--- src/rtl/gray_pkg.sv ---
`default_nettype none
// +--------------------------------------------------------------------------+
// | gray_pkg : shared constants and state encoding for the gray sum stage    |
// | Rev 1.0                                                                  |
// +--------------------------------------------------------------------------+
package gray_pkg;

  localparam int MANT_W      = 10;
  localparam int EXP_W       = 6;
  localparam int GUARD_W     = 2;
  localparam int PIXEL_WIDTH = 8;
  localparam int EXT_W       = MANT_W + GUARD_W;
  localparam int MAX_SHIFT   = EXT_W;
  localparam int SUM_W       = EXT_W + 2;
  localparam int CNT_W       = $clog2(MAX_SHIFT + 1);

  // Channel ordering shared with the fixed-point multiplier
  localparam int NUM_CH = 3;
  localparam int CH_R   = 0;
  localparam int CH_G   = 1;
  localparam int CH_B   = 2;

  typedef logic [2:0] state_t;

  localparam state_t c_ST_IDLE    = 3'd0;
  localparam state_t c_ST_MAXEXP  = 3'd1;
  localparam state_t c_ST_ALIGN   = 3'd2;
  localparam state_t c_ST_ADD     = 3'd3;
  localparam state_t c_ST_CONVERT = 3'd4;
  localparam state_t c_ST_DONE    = 3'd5;

endpackage
`default_nettype wire

--- src/rtl/gray_align_lane.sv ---
`default_nettype none
// +--------------------------------------------------------------------------+
// | gray_align_lane : one channel's extended mantissa and shift counter      |
// | Rev 1.0                                                                  |
// +--------------------------------------------------------------------------+
module gray_align_lane
  import gray_pkg::*;
(
  input  logic              clk,
  input  logic              rst,
  input  logic              i_en,
  input  logic              i_load,
  input  logic [MANT_W-1:0] i_mant,
  input  logic              i_load_cnt,
  input  logic [CNT_W-1:0]  i_cnt,
  input  logic              i_step,
  output logic [EXT_W-1:0]  o_mant,
  output logic              o_cnt_zero
);

  logic [EXT_W-1:0] r_mant;
  logic [CNT_W-1:0] r_cnt;

  always_ff @(posedge clk) begin
    if (rst) begin
      r_mant <= '0;
      r_cnt  <= '0;
    end else if (i_en) begin
      if (i_load) begin
        r_mant <= {i_mant, {GUARD_W{1'b0}}};
        r_cnt  <= '0;
      end else if (i_load_cnt) begin
        r_cnt <= i_cnt;
      end else if (i_step && (r_cnt != '0)) begin
        // Truncating shift: bits falling off the guard LSB are dropped
        r_mant <= r_mant >> 1;
        r_cnt  <= r_cnt - 1'b1;
      end
    end
  end

  assign o_mant     = r_mant;
  assign o_cnt_zero = (r_cnt == '0);

endmodule
`default_nettype wire

--- src/rtl/gray_fp_sum.sv ---
`default_nettype none
// +--------------------------------------------------------------------------+
// | gray_fp_sum : align, add and round three weighted channels to gray       |
// | Rev 1.0                                                                  |
// +--------------------------------------------------------------------------+
module gray_fp_sum
  import gray_pkg::*;
(
  input  logic                    clk_i_gray_sum,
  input  logic                    rst_i_gray_sum,
  input  logic                    en_i_gray_sum,
  input  logic                    start_i,
  input  logic [MANT_W-1:0]       mant_i_R,
  input  logic [MANT_W-1:0]       mant_i_G,
  input  logic [MANT_W-1:0]       mant_i_B,
  input  logic signed [EXP_W-1:0] exp_i_R,
  input  logic signed [EXP_W-1:0] exp_i_G,
  input  logic signed [EXP_W-1:0] exp_i_B,
  output logic [PIXEL_WIDTH-1:0]  gray_o,
  output logic                    done_o,
  output logic                    busy_o
);

  localparam int VAL_W = SUM_W + PIXEL_WIDTH;
  localparam int KSH_W = $clog2(SUM_W + 1);
  localparam int K_W   = EXP_W + 2;

  state_t                  r_state;
  logic signed [EXP_W-1:0] r_exp [NUM_CH];
  logic signed [EXP_W-1:0] r_emax;
  logic [SUM_W-1:0]        r_sum;
  logic [PIXEL_WIDTH-1:0]  r_gray;
  logic                    r_done;

  logic [MANT_W-1:0]       w_mant_in   [NUM_CH];
  logic signed [EXP_W-1:0] w_exp_in    [NUM_CH];
  logic [EXT_W-1:0]        w_lane_mant [NUM_CH];
  logic [CNT_W-1:0]        w_cnt       [NUM_CH];
  logic signed [EXP_W:0]   w_diff      [NUM_CH];
  logic [NUM_CH-1:0]       w_cnt_zero;
  logic signed [EXP_W-1:0] w_emax;
  logic                    w_any;
  logic                    w_load;
  logic                    w_load_cnt;
  logic                    w_step;
  logic [SUM_W-1:0]        w_sum;
  logic signed [K_W-1:0]   w_k;
  logic [K_W-1:0]          w_nk;
  logic [KSH_W-1:0]        w_sh;
  logic [SUM_W:0]          w_rnd;
  logic [VAL_W-1:0]        w_val;
  logic [PIXEL_WIDTH-1:0]  w_gray;

  assign w_mant_in[CH_R] = mant_i_R;
  assign w_mant_in[CH_G] = mant_i_G;
  assign w_mant_in[CH_B] = mant_i_B;
  assign w_exp_in[CH_R]  = exp_i_R;
  assign w_exp_in[CH_G]  = exp_i_G;
  assign w_exp_in[CH_B]  = exp_i_B;

  assign w_load     = (r_state == c_ST_IDLE) && start_i;
  assign w_load_cnt = (r_state == c_ST_MAXEXP);
  assign w_step     = (r_state == c_ST_ALIGN);

  generate
    for (genvar g = 0; g < NUM_CH; g++) begin : g_lane
      gray_align_lane u_lane (
        .clk        (clk_i_gray_sum),
        .rst        (rst_i_gray_sum),
        .i_en       (en_i_gray_sum),
        .i_load     (w_load),
        .i_mant     (w_mant_in[g]),
        .i_load_cnt (w_load_cnt),
        .i_cnt      (w_cnt[g]),
        .i_step     (w_step),
        .o_mant     (w_lane_mant[g]),
        .o_cnt_zero (w_cnt_zero[g])
      );
    end
  endgenerate

  // Zero-mantissa channels never contribute to emax; all-zero leaves emax at 0
  always_comb begin
    w_emax = '0;
    w_any  = 1'b0;
    for (int ch = 0; ch < NUM_CH; ch++) begin
      if ((w_lane_mant[ch] != '0) && (!w_any || (r_exp[ch] > w_emax))) begin
        w_emax = r_exp[ch];
        w_any  = 1'b1;
      end
    end
  end

  always_comb begin
    for (int ch = 0; ch < NUM_CH; ch++) begin
      w_diff[ch] = (EXP_W+1)'(w_emax) - (EXP_W+1)'(r_exp[ch]);
      w_cnt[ch]  = '0;
      if (w_lane_mant[ch] != '0) begin
        if (w_diff[ch] > (EXP_W+1)'(MAX_SHIFT))
          w_cnt[ch] = CNT_W'(MAX_SHIFT);
        else
          w_cnt[ch] = w_diff[ch][CNT_W-1:0];
      end
    end
  end

  assign w_sum = SUM_W'(w_lane_mant[CH_R]) + SUM_W'(w_lane_mant[CH_G])
               + SUM_W'(w_lane_mant[CH_B]);

  // k = binary point position of the sum relative to the integer LSB
  always_comb begin
    w_k   = K_W'(EXT_W - 1) - K_W'(r_emax);
    w_nk  = -w_k;
    w_sh  = w_k[KSH_W-1:0];
    w_rnd = '0;
    w_val = '0;
    if (w_k > K_W'(0)) begin
      if (w_k <= K_W'(SUM_W)) begin
        w_rnd = ({1'b0, r_sum} + ((SUM_W+1)'(1) << (w_sh - KSH_W'(1)))) >> w_sh;
        w_val = VAL_W'(w_rnd);
      end
    end else if (w_nk >= K_W'(PIXEL_WIDTH)) begin
      w_val = (r_sum != '0) ? '1 : '0;
    end else begin
      w_val = VAL_W'(r_sum) << w_nk;
    end
    w_gray = (w_val[VAL_W-1:PIXEL_WIDTH] != '0) ? '1 : w_val[PIXEL_WIDTH-1:0];
  end

  always_ff @(posedge clk_i_gray_sum) begin
    if (rst_i_gray_sum) begin
      r_state <= c_ST_IDLE;
      r_emax  <= '0;
      r_sum   <= '0;
      r_gray  <= '0;
      r_done  <= 1'b0;
      for (int ch = 0; ch < NUM_CH; ch++) r_exp[ch] <= '0;
    end else if (en_i_gray_sum) begin
      r_done <= 1'b0;
      case (r_state)
        c_ST_IDLE: begin
          if (start_i) begin
            for (int ch = 0; ch < NUM_CH; ch++) r_exp[ch] <= w_exp_in[ch];
            r_state <= c_ST_MAXEXP;
          end
        end
        c_ST_MAXEXP: begin
          r_emax  <= w_emax;
          r_state <= c_ST_ALIGN;
        end
        c_ST_ALIGN: begin
          if (&w_cnt_zero) r_state <= c_ST_ADD;
        end
        c_ST_ADD: begin
          r_sum   <= w_sum;
          r_state <= c_ST_CONVERT;
        end
        c_ST_CONVERT: begin
          r_gray  <= w_gray;
          r_done  <= 1'b1;
          r_state <= c_ST_DONE;
        end
        c_ST_DONE: r_state <= c_ST_IDLE;
        default:   r_state <= c_ST_IDLE;
      endcase
    end
  end

  assign gray_o = r_gray;
  assign done_o = r_done;
  assign busy_o = (r_state != c_ST_IDLE);

endmodule
`default_nettype wire

--- config.mk ---
export PLATFORM = sky130hd
export DESIGN_NAME = gray_fp_sum
export DESIGN_NICKNAME = d
export VERILOG_FILES = /design/src/rtl/gray_pkg.sv /design/src/rtl/gray_align_lane.sv /design/src/rtl/gray_fp_sum.sv
export SDC_FILE = /design/constraint.sdc
export NUM_CORES = 1
export LEC_CHECK = 0
export ABC_AREA = 1
export BUFFER_PORTS_ARGS = -buffer_cell sky130_fd_sc_hd__buf_2
export CORE_ASPECT_RATIO = 0.9
export CORE_UTILIZATION = 34
export DETAILED_ROUTE_END_ITERATION = 10
export RECOVER_POWER = 100
export SYNTH_ARGS = -nofsm -noshare
export SYNTH_HDL_FRONTEND = slang
export SYNTH_SLANG_ARGS = --single-unit
--- constraint.sdc ---
create_clock -name clk_i_gray_sum -period 6.3 [get_ports clk_i_gray_sum]
set_input_delay 1.575 -clock clk_i_gray_sum [delete_from_list [all_inputs] [get_ports clk_i_gray_sum]]
set_output_delay 1.575 -clock clk_i_gray_sum [all_outputs]
set_load 0.03 [all_outputs]
==> impl_metrics.csv, run 1 <==
group,metric,value,unit
status,status,"complete, but fails checks",
status,violations,"capacitance limit, slew limit",
placement,gp_congestion,0.959,
grt,grt_pass1_wl,40.9,mm
clocking,clkTransAtPathRegs,0.07,ns
job,maxCapViolations,1,
layout,final_cells,1729,
yosys,syn-num-nets,1484,
power_and_ir_drop,p_clk_share,11.2,%
sta,finalHoldViolCount,0,
sta,post-route-period-util,92.9,%
layout,antenna_cells,0,
route,route.vias.total,8933,
layout,seq_area,2140,µm²
sta,fin_skew,0.0146,ns
yosys,ys.flop_type,"dfxtp_1",
yosys,synth_area_per_cell,6.56,µm²
layout,drive_gt1_share,8.15,%
sta,finalSetupViolCount,0,
route,drtIter0Drc,792,
power_and_ir_drop,combPwrFrac,71.2,%
route,postRouteAntennaNets,0,
worst_setup_path,critPathCaptureType,"register",
power_and_ir_drop,finalPower,5.22,mW
clocking,hold_buffers,0,
route,vias_per_cell,5.17,
sta,postLayoutSetupSlackWorst,0.449,ns
layout,area_growth,10.1,%
floorplanning,start_util,34.9,%
yosys,synthArstFlopShare,0,%
grt,grt_pass1_vias,8160,
power_and_ir_drop,netSwitchingFraction,53.0,%
yosys,synth_edf_count,18,
floorplanning,rows,55,
clocking,cts_root_buf,"clkbuf_16",
sta,fmax,171,MHz
floorplanning,die_h,155,µm
worst_setup_path,crit_fanout,12,
min_path,hold_depth,2,
clocking,insertion_delay,0.37,ns
sta,fin_crit,5.85,ns
floorplanning,core-area,25300,µm²
worst_setup_path,ff2ff_path_depth,37,
worst_setup_path,startpoint_type,"register",
floorplanning,pin_count,62,
clocking,cts_buffers,9,
clocking,tritoncts,"yes",
grt,antenna_found_initial,0,
placement,hpwl,18.7,mm
layout,fin_util,38.4,%
power_and_ir_drop,ir_drop,0.372,mV
worst_setup_path,cpMostUsedCell,"nand2_1",
power_and_ir_drop,p_leak,4.63,nW
layout,fillers,2818,
layout,multiInputGateArea,5840,µm²
power_and_ir_drop,power.net_switching,2.77,mW
worst_setup_path,cp.required,6.52,ns
floorplanning,fp.dieW,172,µm
clocking,clock_sinks,98,
worst_setup_path,slowest_stage,"fa_1",
sta,slew_violations,55,
route,wirelength,24.6,mm
placement,io_buffers,61,
placement,post-place-ws,0.194,ns
yosys,yosysWarnings,0,
sta,holdWs,0.470,ns
worst_setup_path,critPathKind,"reg2reg",
worst_setup_path,worst-path-buf-inv,4,
worst_setup_path,crit_arrival,6.07,ns
route,route.detailed.drc,0,
grt,grt_usage,19.0,%
grt,grt_overflow,0,
yosys,synth_cell_types,47,
route,drt_pass1_iterations,5,
layout,final_nets,1518,
layout,final_common_cell,"nand2_1",
sta,tightest_slew,2.17,ns
sta,finalSetupTns,0,ns
power_and_ir_drop,p_per_area,537,nW/µm²
grt,grt_start_max_net_pins,55,
yosys,ys_ff_latch,98,
sta,relSlewSlack,-45.0,%
floorplanning,dieArea,26700,µm²
power_and_ir_drop,power.internal,2.46,mW
route,wire_per_inst,14.2,µm
worst_setup_path,slowest_delay,0.40,ns
worst_setup_path,crit_family,"compound AO/OA/AOI/OAI gates",
yosys,netlist_instances,1348,
clocking,clk_path_buf_depth,2,
power_and_ir_drop,seqPwrFrac,17.5,%
yosys,yosysSeqAreaShare,24.2,%
layout,final_cell_mix,"347 x nand2_1, 161 x inv_1, 135 x nand3_1, 96 x a21oi_1, 80 x dfxtp_1",
layout,design_area,9730,µm²
min_path,min_path_type,"reg2reg",
clocking,htree_num_levels,3,
yosys,syn_area,8840,µm²
placement,dpl_cell_area,9400,µm²
placement,numPlacedInstances,1711,
worst_setup_path,cp.depth,37,
[layout make-up]
| class | count | area share [%] |
|---|---|---|
| multi-input combinational | 1031 | 60.0 |
| sequential | 98 | 22.0 |
| inverter | 170 | 6.56 |
| tap | 342 | 4.40 |
| timing repair buffer | 72 | 3.78 |
| clock buffer | 11 | 2.71 |
| clock inverter | 5 | 0.527 |
[worst register-to-register path, delay by kind of cell, from the launching register on]
kind,cells,cell delay [ns]
AOI/OAI and AO/OA,16,2.15
xor gates and xnor gates,1,0.17
adders and majority gates,4,1.05
buffers and inverters,4,0.42
DFF,1,0.36
and+or+nand+nor,12,1.56
[power groups by stage]
stage / clock network [mW] / logic [mW] / registers, mW
3_3_place_gp: 0 / 3.53 / 0.924
2_1_floorplan: 0 / 2.83 / 0.894
3_5_place_dp: 0 / 3.58 / 0.926
6_report: 0.587 / 3.72 / 0.915
4_1_cts: 0.599 / 3.60 / 0.912
5_1_grt: 0.628 / 4.28 / 0.938
[layer usage]
layer  wire [µm]  GRT usage, %  share of wire (%)
met1       12500          27.7                 51
met2       10900          29.6                 44
met3         990          2.65                4.0
met4         271          3.75                1.1
met5           0             0                  0
[final timing paths]
kind / to / slack [ns] / from
setup / recovery: g_lane[1].u_lane.r_cnt[3] / 0.45 / g_lane[0].u_lane.o_mant[4]
hold / removal: g_lane[2].u_lane.r_cnt[3] / 0.47 / g_lane[2].u_lane.r_cnt[3]
setup reg to reg: g_lane[1].u_lane.r_cnt[3] / 0.45 / g_lane[0].u_lane.o_mant[4]
hold reg to reg: g_lane[2].u_lane.r_cnt[3] / 0.47 / g_lane[2].u_lane.r_cnt[3]
[cells by family after synthesis]
group	after synthesis	synth area share (%)
compound gates	263	16.7
xor+xnor	25	2.48
fa+ha+maj	84	13.3
buf+inv	220	10.1
flops	98	24.2
simple gates	658	33.2
[sequential cells by signal, summed over array words and instances (netlist names)]
signal	count
done_o	1
g_lane.u_lane.o_mant	36
g_lane.u_lane.r_cnt	12
gray_o	8
r_emax	6
r_exp	18
r_state	3
r_sum	14
[synth_stat cells (12+ instances only)]
library cell    n  area, µm²
ha_1           67        838
a31oi_1        33        206
nor4_1         12       75.1
nand2_1       345       1290
a21oi_1        96        480
o21ai_0        82        410
nor2_1         74        278
nand3_1       135        676
fa_1           17        340
edfxtp_1       18        541
nor3_1         30        150
xor2_1         15        131
inv_1         161        604
clkbuf_1       26       97.6
dfxtp_1        80       1600
nand4_1        25        156
[timing repair]
action	4_1_cts	5_1_grt
endpoints found under the setup margin	0	12
setup buffers	0	1
resized for setup	0	16
(Power assumes the default switching activity.)
==> run 2: changes to the inputs <==
--- a/config.mk
+++ b/config.mk
@@ -8,7 +8,7 @@
 export ABC_AREA = 1
 export BUFFER_PORTS_ARGS = -buffer_cell sky130_fd_sc_hd__buf_2
 export CORE_ASPECT_RATIO = 0.9
-export CORE_UTILIZATION = 34
+export CORE_UTILIZATION = 41
 export DETAILED_ROUTE_END_ITERATION = 10
 export RECOVER_POWER = 100
 export SYNTH_ARGS = -nofsm -noshare
==> run 2 against run 1 <==
The run still ends with capacitance limit, slew limit left. Critical path depth fell by 1. Hold slack gained 0.0031 ns. Combinational power down 2%. Sequential share of layout area grew 0.18 points.
==> impl_metrics.csv, run 2 (synthesis results as in run 1) <==
group,metric,value,unit
status,status,"complete, but fails checks",
status,violations,"capacitance limit, slew limit",
grt,grt_start_max_net_pins,53,
sta,relSlewSlack,-44.6,%
power_and_ir_drop,ir_drop,0.396,mV
sta,holdWs,0.473,ns
grt,grt_pass1_vias,7969,
clocking,tritoncts,"yes",
route,route.vias.total,8821,
worst_setup_path,cpMostUsedCell,"nand2_1",
worst_setup_path,cp.required,6.57,ns
power_and_ir_drop,p_per_area,532,nW/µm²
sta,fmax,173,MHz
worst_setup_path,crit_fanout,12,
layout,final_common_cell,"nand2_1",
route,postRouteAntennaNets,0,
power_and_ir_drop,finalPower,5.14,mW
route,drt_pass1_iterations,5,
route,vias_per_cell,5.28,
worst_setup_path,critPathCaptureType,"register",
clocking,insertion_delay,0.36,ns
clocking,cts_root_buf,"clkbuf_16",
sta,tightest_slew,2.17,ns
layout,final_cell_mix,"344 x nand2_1, 160 x inv_1, 135 x nand3_1, 96 x a21oi_1, 80 x dfxtp_1",
floorplanning,pin_count,62,
sta,finalSetupViolCount,0,
worst_setup_path,crit_arrival,6.05,ns
clocking,cts_buffers,9,
sta,finalHoldViolCount,0,
clocking,hold_buffers,0,
placement,post-place-ws,0.120,ns
floorplanning,start_util,42.2,%
clocking,clk_path_buf_depth,2,
floorplanning,dieArea,22200,µm²
route,drtIter0Drc,755,
route,wirelength,24.1,mm
layout,drive_gt1_share,8.38,%
worst_setup_path,slowest_delay,0.39,ns
floorplanning,rows,50,
sta,postLayoutSetupSlackWorst,0.515,ns
sta,post-route-period-util,91.8,%
route,route.detailed.drc,0,
route,wire_per_inst,14.4,µm
worst_setup_path,crit_family,"compound AO/OA/AOI/OAI gates",
layout,fillers,2226,
job,maxCapViolations,1,
worst_setup_path,slowest_stage,"fa_1",
floorplanning,die_h,141,µm
sta,fin_crit,5.79,ns
sta,fin_skew,0.0168,ns
clocking,clkTransAtPathRegs,0.08,ns
worst_setup_path,startpoint_type,"register",
sta,finalSetupTns,0,ns
placement,hpwl,18.5,mm
clocking,htree_num_levels,3,
sta,slew_violations,53,
layout,antenna_cells,0,
worst_setup_path,worst-path-buf-inv,4,
min_path,min_path_type,"reg2reg",
layout,fin_util,46.1,%
clocking,clock_sinks,98,
worst_setup_path,critPathKind,"reg2reg",
floorplanning,fp.dieW,157,µm
placement,gp_congestion,0.955,
clocking,cts-resized-gates,0,
grt,grt_pass1_wl,40.1,mm
layout,largest_reg_flops,36,
grt,grt_usage,22.5,%
layout,area_growth,9.17,%
layout,final_nets,1516,
floorplanning,core-area,21000,µm²
grt,grt_overflow,0,
clocking,cts_setup_buffers,0,
grt,antenna_found_initial,0,
power_and_ir_drop,p_leak,4.61,nW
placement,io_buffers,61,
## run 2: changes by cell type in the layout (fill, tap and decap cells not counted), sizes merged
cell and delta:
clkinv +2, buf -2, clkbuf -2
## run 2: tightest hold or removal path, cell delays in order (launching register included)
cell and delay (ns):
dfxtp_1 0.32, nand2_1 0.06, a21oi_1 0.05
## run 2: report_power, final
part	switching, mW	leakage, nW	internal (mW)
Clock	0.284	0.150	0.284
Combinational	2.29	3.62	1.35
Sequential	0.158	0.841	0.769
## run 2: layer usage
| layer | part of all wire [%] | track usage (%) | vias to the layer above |
|---|---|---|---|
| met5 | 0 | 0 | - |
| met4 | 0.93 | 4.54 | 0 |
| met3 | 4.0 | 3.12 | 18 |
| met2 | 45 | 35.6 | 188 |
| met1 | 50 | 32.5 | 4017 |
| li1 | - | - | 4598 |
## run 2: final timing paths
path | cells after the start | slack [ns] | end | start
min | 2 | 0.47 | g_lane[2].u_lane.r_cnt[3] | g_lane[2].u_lane.r_cnt[3]
max | 36 | 0.51 | g_lane[1].u_lane.r_cnt[1] | g_lane[0].u_lane.o_mant[7]
min reg2reg | 2 | 0.47 | g_lane[2].u_lane.r_cnt[3] | g_lane[2].u_lane.r_cnt[3]
max reg2reg | 36 | 0.51 | g_lane[1].u_lane.r_cnt[1] | g_lane[0].u_lane.o_mant[7]
## run 2: through the flow
stage,instance area (µm²),cells
6_report,9650,1671
2_1_floorplan,8840,1348
4_1_cts,9630,1670
5_1_grt,9650,1671
3_3_place_gp,9320,1654
3_5_place_dp,9320,1654
## run 2: cell type report
type                            instances  area (µm²)  area share, %
Timing Repair Buffer                   70         352           3.64
Sequential cell                        98        2140           22.2
Tap cell                              286         358           3.71
Clock inverter                          7        81.3          0.843
Multi-Input combinational cell       1031        5860           60.7
Inverter                              170         638           6.61
Clock buffer                            9         225           2.33
==> run 3: changes to the inputs <==
--- a/config.mk
+++ b/config.mk
@@ -7,9 +7,12 @@
 export LEC_CHECK = 0
 export ABC_AREA = 1
 export BUFFER_PORTS_ARGS = -buffer_cell sky130_fd_sc_hd__buf_2
+export CELL_PAD_IN_SITES_DETAIL_PLACEMENT = 0
+export CELL_PAD_IN_SITES_GLOBAL_PLACEMENT = 2
 export CORE_ASPECT_RATIO = 0.9
-export CORE_UTILIZATION = 41
+export CORE_UTILIZATION = 34
 export DETAILED_ROUTE_END_ITERATION = 10
+export PLACE_DENSITY_LB_ADDON = 0.1
 export RECOVER_POWER = 100
 export SYNTH_ARGS = -nofsm -noshare
 export SYNTH_HDL_FRONTEND = slang
==> run 3 against run 2 <==
Setup slack got worse by 0.022 ns. The flow still finishes with violations (capacitance limit, slew limit). Cell count is 3.7% higher. Via count is 0.37% lower. Largest power group unchanged. Combinational power increased by 6.0%. Register-to-register slack got worse by 0.02 ns. Sequential share of layout area is 0.33 points lower. Count of clock-buffer cells in the layout unchanged. Power up 4.4%. Sequential cell count did not move. Die area up 20%.
==> impl_metrics.csv, run 3 (synthesis results as in run 1) <==
group,metric,value,unit
status,status,"complete, but fails checks",
status,violations,"capacitance limit, slew limit",
route,route.detailed.drc,0,
power_and_ir_drop,combPwrFrac,72.0,%
placement,post-place-ws,-0.0252,ns
sta,fmax,172,MHz
power_and_ir_drop,seqPwrFrac,17.1,%
clocking,clk_path_buf_depth,2,
grt,grt_pass1_wl,43.8,mm
power_and_ir_drop,p_per_area,547,nW/µm²
clocking,cts_buffers,9,
min_path,min_path_type,"reg2reg",
sta,tightest_slew,2.28,ns
layout,final_nets,1522,
layout,final_common_cell,"nand2_1",
sta,relSlewSlack,-52.2,%
sta,holdWs,0.476,ns
layout,area_growth,10.8,%
worst_setup_path,critPathCaptureType,"register",
floorplanning,start_util,34.9,%
clocking,htree_num_levels,3,
power_and_ir_drop,power.internal,2.48,mW
worst_setup_path,r2r_start,"g_lane[0].u_lane.o_mant[7]",
sta,finalSetupViolCount,0,
worst_setup_path,startpoint_type,"register",
worst_setup_path,r2r_end,"g_lane[2].u_lane.r_cnt[3]",
sta,postLayoutSetupSlackWorst,0.493,ns
worst_setup_path,cp.required,6.51,ns
grt,antenna_found_initial,0,
worst_setup_path,crit_fanout,12,
floorplanning,rows,55,
clocking,insertion_delay,0.36,ns
min_path,hold_depth,2,
worst_setup_path,critPathKind,"reg2reg",
sta,post-route-period-util,92.2,%
layout,drive_gt1_share,9.35,%
placement,io_buffers,61,
clocking,hold_buffers,0,
clocking,clkTransAtPathRegs,0.08,ns
floorplanning,fp.dieW,172,µm
grt,grt_overflow,0,
layout,antenna_cells,0,
worst_setup_path,slowest_delay,0.40,ns
min_path,min_to,"g_lane[2].u_lane.r_cnt[3]",
layout,largest_reg_flops,36,
route,wirelength,26.9,mm
route,postRouteAntennaNets,0,
worst_setup_path,reg2reg_slack,0.49,ns
placement,hpwl,20.8,mm
sta,fin_skew,0.0153,ns
layout,final_cell_mix,"342 x nand2_1, 159 x inv_1, 135 x nand3_1, 94 x a21oi_1, 80 x dfxtp_1",
power_and_ir_drop,power.net_switching,2.88,mW
route,drtIter0Drc,594,
clocking,tritoncts,"yes",
route,wire_per_inst,15.5,µm
worst_setup_path,crit_path_start,"g_lane[0].u_lane.o_mant[7]",
route,vias_per_cell,5.07,
clocking,cts_root_buf,"clkbuf_16",
floorplanning,core-area,25300,µm²
floorplanning,die_h,155,µm
floorplanning,dieArea,26700,µm²
job,maxCapViolations,1,
grt,grt_usage,20.7,%
grt,grt_start_max_net_pins,55,
sta,finalHoldViolCount,0,
sta,slew_violations,55,
power_and_ir_drop,ir_drop,0.371,mV
power_and_ir_drop,p_clk_share,11.0,%
clocking,clock_sinks,98,
min_path,min_from,"g_lane[2].u_lane.r_cnt[3]",
floorplanning,pin_count,62,
worst_setup_path,crit_arrival,6.02,ns
worst_setup_path,slowest_stage,"fa_1",
placement,gp_congestion,0.891,
route,drt_pass1_iterations,5,
grt,grt_pass1_vias,8282,
power_and_ir_drop,p_leak,4.64,nW
route,route.vias.total,8788,
worst_setup_path,cpMostUsedCell,"nand2_1",
sta,fin_crit,5.81,ns
worst_setup_path,ff2ff_path_depth,36,
power_and_ir_drop,netSwitchingFraction,53.7,%
-- run 3: power groups by stage --
stage / Combinational, mW / Sequential, mW / Clock [mW]
after global routing: 4.42 / 0.937 / 0.627
final: 3.86 / 0.914 / 0.587
after detailed placement: 3.65 / 0.926 / 0
after global placement: 3.69 / 0.926 / 0
after CTS: 3.69 / 0.912 / 0.601
after floorplan: 2.83 / 0.894 / 0
-- run 3: timing repair --
| action | in CTS | in global routing |
|---|---|---|
| cloned | 0 | 1 |
| endpoints found under the setup margin | 1 | 12 |
| setup buffers | 1 | 2 |
| pin swaps | 1 | 6 |
| gates resized for setup | 1 | 24 |
-- run 3: layout make-up --
cell class                 count  area [µm²]
fill                        2863       15500
multi-input combinational   1031        5890
sequential                    98        2140
inverter                     170         641
tap                          342         428
timing repair buffer          76         390
clock buffer                   9         225
clock inverter                 7        81.3
-- run 3: how the worst max path moves through the flow --
stage	endpoint	slack, ns	cells after the start
floorplan	g_lane[2].u_lane.r_cnt[3]	0.70	40
global placement	g_lane[2].u_lane.r_cnt[3]	0.17	36
detailed placement	g_lane[2].u_lane.r_cnt[3]	-0.03	36
CTS	g_lane[1].u_lane.r_cnt[3]	0.03	37
global route	g_lane[2].u_lane.r_cnt[3]	-0.005	37
finish	g_lane[2].u_lane.r_cnt[3]	0.49	36
-- run 3: stage by stage --
step	instances	instance area (µm²)	utilization [%]	TNS, ns	power (mW)
after floorplan	1348	8840	-	0	3.72
after global placement	1713	9410	37.2	0	4.62
after detailed placement	1713	9410	37.2	-0.0252	4.57
after CTS	1730	9730	38.4	0	5.20
after global routing	1733	9800	38.7	-0.00507	5.99
final	1733	9800	38.7	0	5.36
-- run 3: worst max-delay path, delay by kind of cell (launching register included) --
kind	cells	cell delay [ns]
AOI/OAI and AO/OA	14	2.09
and+or+nand+nor	12	1.45
adders and majority gates	4	1.03
buffers and inverters	5	0.57
DFF	1	0.36
xor gates and xnor gates	1	0.16
-- run 3: per-layer routing --
layer | GRT usage (%) | share of wire (%)
met1 | 28.9 | 50
met2 | 34.4 | 47
met3 | 1.93 | 1.9
met4 | 4.72 | 1.4
met5 | 0 | 0
